==> src/rtl/mod12_pkg.sv <==
// Shared constants and state type for the mod-12 up/down timer family.
package mod12_pkg;

  localparam int MOD = 12;
  localparam int MAX = MOD - 1;
  localparam int W   = 4;

  typedef enum logic [1:0] {
    IDLE = 2'd0,
    RUN  = 2'd1,
    DONE = 2'd2
  } state_t;

endpackage

==> src/rtl/mod12_down_timer.sv <==
// Loadable mod-MOD down-counter/timer with terminal-count pulse and
// optional auto-reload. A load of MOD-1 with auto_reload gives a
// free-running mod-MOD down counter.
//
//   state | meaning
//   ------+--------------------------------------------------------
//   IDLE  | after reset, waiting for the first load
//   RUN   | counting down on enabled edges; tc at the zero edge
//   DONE  | one-shot finished, count parked at 0 until next load
module mod12_down_timer
  import mod12_pkg::*;
#(
  parameter int MOD = mod12_pkg::MOD,
  parameter int W   = mod12_pkg::W
) (
  input  logic         clk,
  input  logic         rst,
  input  logic [W-1:0] din,
  input  logic         load,
  input  logic         en,
  input  logic         auto_reload,
  output logic [W-1:0] count,
  output logic         tc,
  output logic         busy,
  output logic         done
);

  localparam logic [W-1:0] MAX_CNT = W'(MOD - 1);

  state_t       state_q, state_d;
  logic [W-1:0] count_q, count_d;
  logic [W-1:0] reload_q, reload_d;
  logic         tc_q, tc_d;
  logic [W-1:0] din_sat;

  // Out-of-range load values clamp to the largest legal count.
  assign din_sat = (din > MAX_CNT) ? MAX_CNT : din;

  // State, count, reload value and terminal-count registers.
  always_ff @(posedge clk or posedge rst) begin
    if (rst) begin
      state_q  <= IDLE;
      count_q  <= '0;
      reload_q <= '0;
      tc_q     <= 1'b0;
    end else begin
      state_q  <= state_d;
      count_q  <= count_d;
      reload_q <= reload_d;
      tc_q     <= tc_d;
    end
  end

  // Next-state logic: load always wins, so a load on the terminal edge
  // suppresses tc and the move to DONE.
  always_comb begin
    state_d  = state_q;
    count_d  = count_q;
    reload_d = reload_q;
    tc_d     = 1'b0;
    case (state_q)
      IDLE, DONE: begin
        if (load) begin
          count_d  = din_sat;
          reload_d = din_sat;
          state_d  = RUN;
        end
      end
      RUN: begin
        if (load) begin
          count_d  = din_sat;
          reload_d = din_sat;
        end else if (en) begin
          if (count_q != '0) begin
            count_d = count_q - W'(1);
          end else begin
            tc_d = 1'b1;
            if (auto_reload) begin
              count_d = reload_q;
            end else begin
              state_d = DONE;
            end
          end
        end
      end
      default: begin
        state_d = IDLE;
        count_d = '0;
      end
    endcase
  end

  assign count = count_q;
  assign tc    = tc_q;
  assign busy  = (state_q == RUN);
  assign done  = (state_q == DONE);

endmodule
==> config.mk <==
export PLATFORM = sky130hd
export DESIGN_NAME = mod12_down_timer
export DESIGN_NICKNAME = d
export VERILOG_FILES = /design/src/rtl/mod12_pkg.sv /design/src/rtl/mod12_down_timer.sv
export SDC_FILE = /design/constraint.sdc
export NUM_CORES = 1
export LEC_CHECK = 0
export ABC_AREA = 1
export BUFFER_PORTS_ARGS = -buffer_cell sky130_fd_sc_hd__buf_2
export CAP_MARGIN = 20
export CORE_MARGIN = 2
export CORE_UTILIZATION = 46
export CTS_CLUSTER_SIZE = 28
export DETAILED_ROUTE_END_ITERATION = 6
export PLACE_DENSITY = 0.75
export SYNTH_ARGS = -nofsm -noshare
export SYNTH_HDL_FRONTEND = slang
export SYNTH_SLANG_ARGS = --single-unit
export TNS_END_PERCENT = 10
==> constraint.sdc <==
create_clock -name clk -period 1.5 [get_ports clk]
set_clock_uncertainty 0.15 [all_clocks]
set_input_delay 0 -clock clk [delete_from_list [all_inputs] [get_ports clk]]
set_output_delay 0 -clock clk [all_outputs]
set_load 0.05 [all_outputs]
==> flow_summary.toml <==
[run_status]
status = "finished, violations left"
violations = "negative hold slack, negative setup slack"

[placement]
placed_area_um2 = 890
routabilityCongestion = 0.874
dp_hpwl_um = 1380
port_buffers = 15

[floorplanning]
die_area_mm2 = 0.00191
die_x_um = 43.7
die_height_um = 43.7
io_pins = 16
initial_core_util_pct = 48.7
core_area_mm2 = 0.00149
rows = 14

[setup_path]
crit_path_start_kind = "flip-flop"
reg2reg_slack_ns = -0.05
crit_chain = "inv_4 > ha_4 > inv_2 > nor3_1 > buf_4 > nand2_1 > nand3_1 > nand2_1 > nand2_1 > nand2_1 > nand2_1"
rr_worst_depth = 11
timing.rr.end = "count[1]$_DFFE_PP0P_"
critPathCapture = "count[1]$_DFFE_PP0P_"
endpoint_kind = "flip-flop"
cp-startpoint = "count[0]$_DFFE_PP0P_"
cp_slowest_stage_delay_ns = 0.42
crit_slowest_cell = "dfrtp_2"
crit_type = "reg -> reg"
cp_data_arrival_time_ns = 1.61
crit_path_max_fanout = 3
path_common_cell = "nand2_1"
cp_data_required_time_ns = 1.57
r2r-start = "count[0]$_DFFE_PP0P_"

[sta]
worst_pin_slew_ns = 0.446
finalCritPeriodShare_pct = 103
setup_viol = 4
slew-limit-headroom_pct = 70.2
fmax_ghz = 0.646
fin_crit_ns = 1.55
rsz0062_at_grt = "yes"
slew_violations = 0
holdWs_ns = -0.0163
finalHoldViolations = 2
setup_ws_ns = -0.0472

[route]
postRouteAntennaNets = 0
viasPerCell = 5.47
drt-total-wl_um = 2150
drt_first_iter_violations = 39
vias = 864
post_drt_wl_per_cell_um = 13.6
drc = 0
drt_first_pass_iters = 6

[clocking]
htreeDepth = 1
worstSkewPairLatency_ns = 0.29
clock_sinks = 11
clockBufferDepth = 2
cts-root-buf = "clkbuf_4"
tritoncts = "built"
clk_pin_slew_worst_paths_ns = 0.07
cts_buffers = 3

[power_and_ir_drop]
intPower_mw = 0.926
swShare_pct = 52.0
p_leak_nw = 0.557
powerDensity_mw_per_mm2 = 1890
clkPwrFrac_pct = 11.4
peakVddDrop_mv = 1.24
power.switching_mw = 1.00
pwr-share-comb_pct = 62.6
p_seq_share_pct = 25.9

[yosys]
yosys.area.top_type = "dfrtp_1"
ys_ff_latch = 11
ys_types = 18
synth_seq_area_share_pct = 38.0
netlist_area_um2 = 724
synth_warnings = 0
synth_top_area_share_pct = 38.0
syn_nets = 119
synth_cells = 108
synthTopCellsByArea = "dfrtp_1 38%, nand2_1 19%, inv_1 8.8%, a21oi_1 7.6%, nand3_1 4.8%"
syn_area_per_cell_um2 = 6.71

[grt]
grt_overflow = 0
track_usage_pct = 26.6
grt_pass1_wl_um = 3690
grt_max_degree = 12
grt_pass1_vias = 868
antenna_found_initial = 0

[final_layout]
finalInstanceArea_mm2 = 0.00102
synthToLayoutAreaGrowth_pct = 40.8
drive_gt1_share_pct = 32.4
n_antenna_cell = 0
num-nets-final = 154
fillers = 128
utilization_pct = 68.5

[flow_run]
drv_cap = 0

[worst_hold_path]
hold_path_class = "in -> reg"
[registers in the layout (all words and copies together), names as in the netlist]
signal	count
count	4
reload_q	4
state_q	2
tc	1
[worst max-delay path: cells and delay by family, from the launching register on]
kind / cells / cell delay, ns
simple gates: 7 / 0.52
flops: 1 / 0.42
fa+ha+maj: 1 / 0.13
buf+inv: 3 / 0.26
[stage by stage]
| stage | instances | hold slack, ns | setup WS (ns) | TNS (ns) | total power, mW |
|---|---|---|---|---|---|
| after global placement | 145 | -0.134 | -0.00717 | -0.00717 | 1.59 |
| after floorplan | 108 | -0.298 | -0.149 | -0.572 | 1.28 |
| after CTS | 158 | -0.00465 | -0.0332 | -0.0647 | 1.87 |
| after detailed placement | 145 | -0.133 | -0.0563 | -0.187 | 1.62 |
| after global routing | 158 | 0.00605 | -0.144 | -0.532 | 2.08 |
| final | 158 | -0.0163 | -0.0472 | -0.0989 | 1.93 |
[layout make-up]
cell class,count,area [µm²],area share (%)
sequential,11,279,27.4
timing repair buffer,31,220,21.6
inverter,18,70.1,6.87
multi-input combinational,78,404,39.6
tap,16,20.0,1.96
clock buffer,4,26.3,2.58
[per-layer routing]
layer  wire, µm  share of wire [%]  up-vias  track usage, %
met1        851                 40      392            32.0
met5          0                  0        -               0
li1           -                  -      408               -
met2       1010                 47       53            42.6
met4        104                4.8        0            11.5
met3        187                8.7       11            9.58
[what timing repair did]
item,in CTS,in global routing
gates resized for setup,2,7
buffers inserted,1,0
hold buffers,8,0
pin swaps,5,0
setup endpoints to repair,5,9
endpoints found under the hold margin,18,0
[cells in the mapped netlist (all sizes together)]
| master | number |
|---|---|
| nand2 | 40 |
| inv | 18 |
| a21oi | 11 |
| dfrtp | 11 |
| nand3 | 8 |
| o21ai | 8 |
| nor2 | 4 |
| ha | 2 |
| or2 | 2 |
| buf | 1 |
| nand4 | 1 |
| nor3 | 1 |
| xor2 | 1 |
[worst min path at each step]
stage          slack, ns  cells after the start                 endpoint  from
2_1_floorplan      -0.30                      1     count[2]$_DFFE_PP0P_   rst
3_3_place_gp       -0.13                      2  reload_q[3]$_DFFE_PP0P_   rst
3_5_place_dp       -0.13                      2  reload_q[3]$_DFFE_PP0P_   rst
4_1_cts           -0.005                      4     count[3]$_DFFE_PP0P_    en
5_1_grt            0.006                      4     count[3]$_DFFE_PP0P_    en
6_report           -0.02                      4     count[3]$_DFFE_PP0P_    en
[logic make-up (layout without fill, tap and decap cells)]
kind of cell	Yosys count	after routing	share of synthesized area, %
xor+xnor	1	1	1.21
flops	11	11	38.0
fa+ha+maj	2	2	3.45
compound gates	19	19	13.6
buf+inv	19	53	10.0
simple gates	56	56	33.7
[power by group through the flow]
stage | Sequential, mW | Combinational, mW | Clock (mW)
after detailed placement | 0.496 | 1.13 | 0
after floorplan | 0.685 | 0.598 | 0
after global routing | 0.508 | 1.34 | 0.233
final | 0.500 | 1.21 | 0.221
after CTS | 0.490 | 1.18 | 0.204
after global placement | 0.491 | 1.10 | 0
[cell usage in the layout (no fill, tap or decap), types with 2 or more instances in the layout]
master         Yosys  routed
nor2_1             3       3
or2_2              2       2
a21oi_2            0       2
clkbuf_4           0       3
dlygate4sd3_1      0       7
a21oi_1           11       9
nand2_1           37      36
dfrtp_1           11       8
nand3_1            7       7
dfrtp_2            0       3
buf_4              0       9
buf_2              1      14
nand2_2            3       4
inv_2              1       4
inv_1             17      13
o21ai_0            7       5
o21ai_1            0       2
Note: power is estimated with default switching activity, not from simulation.
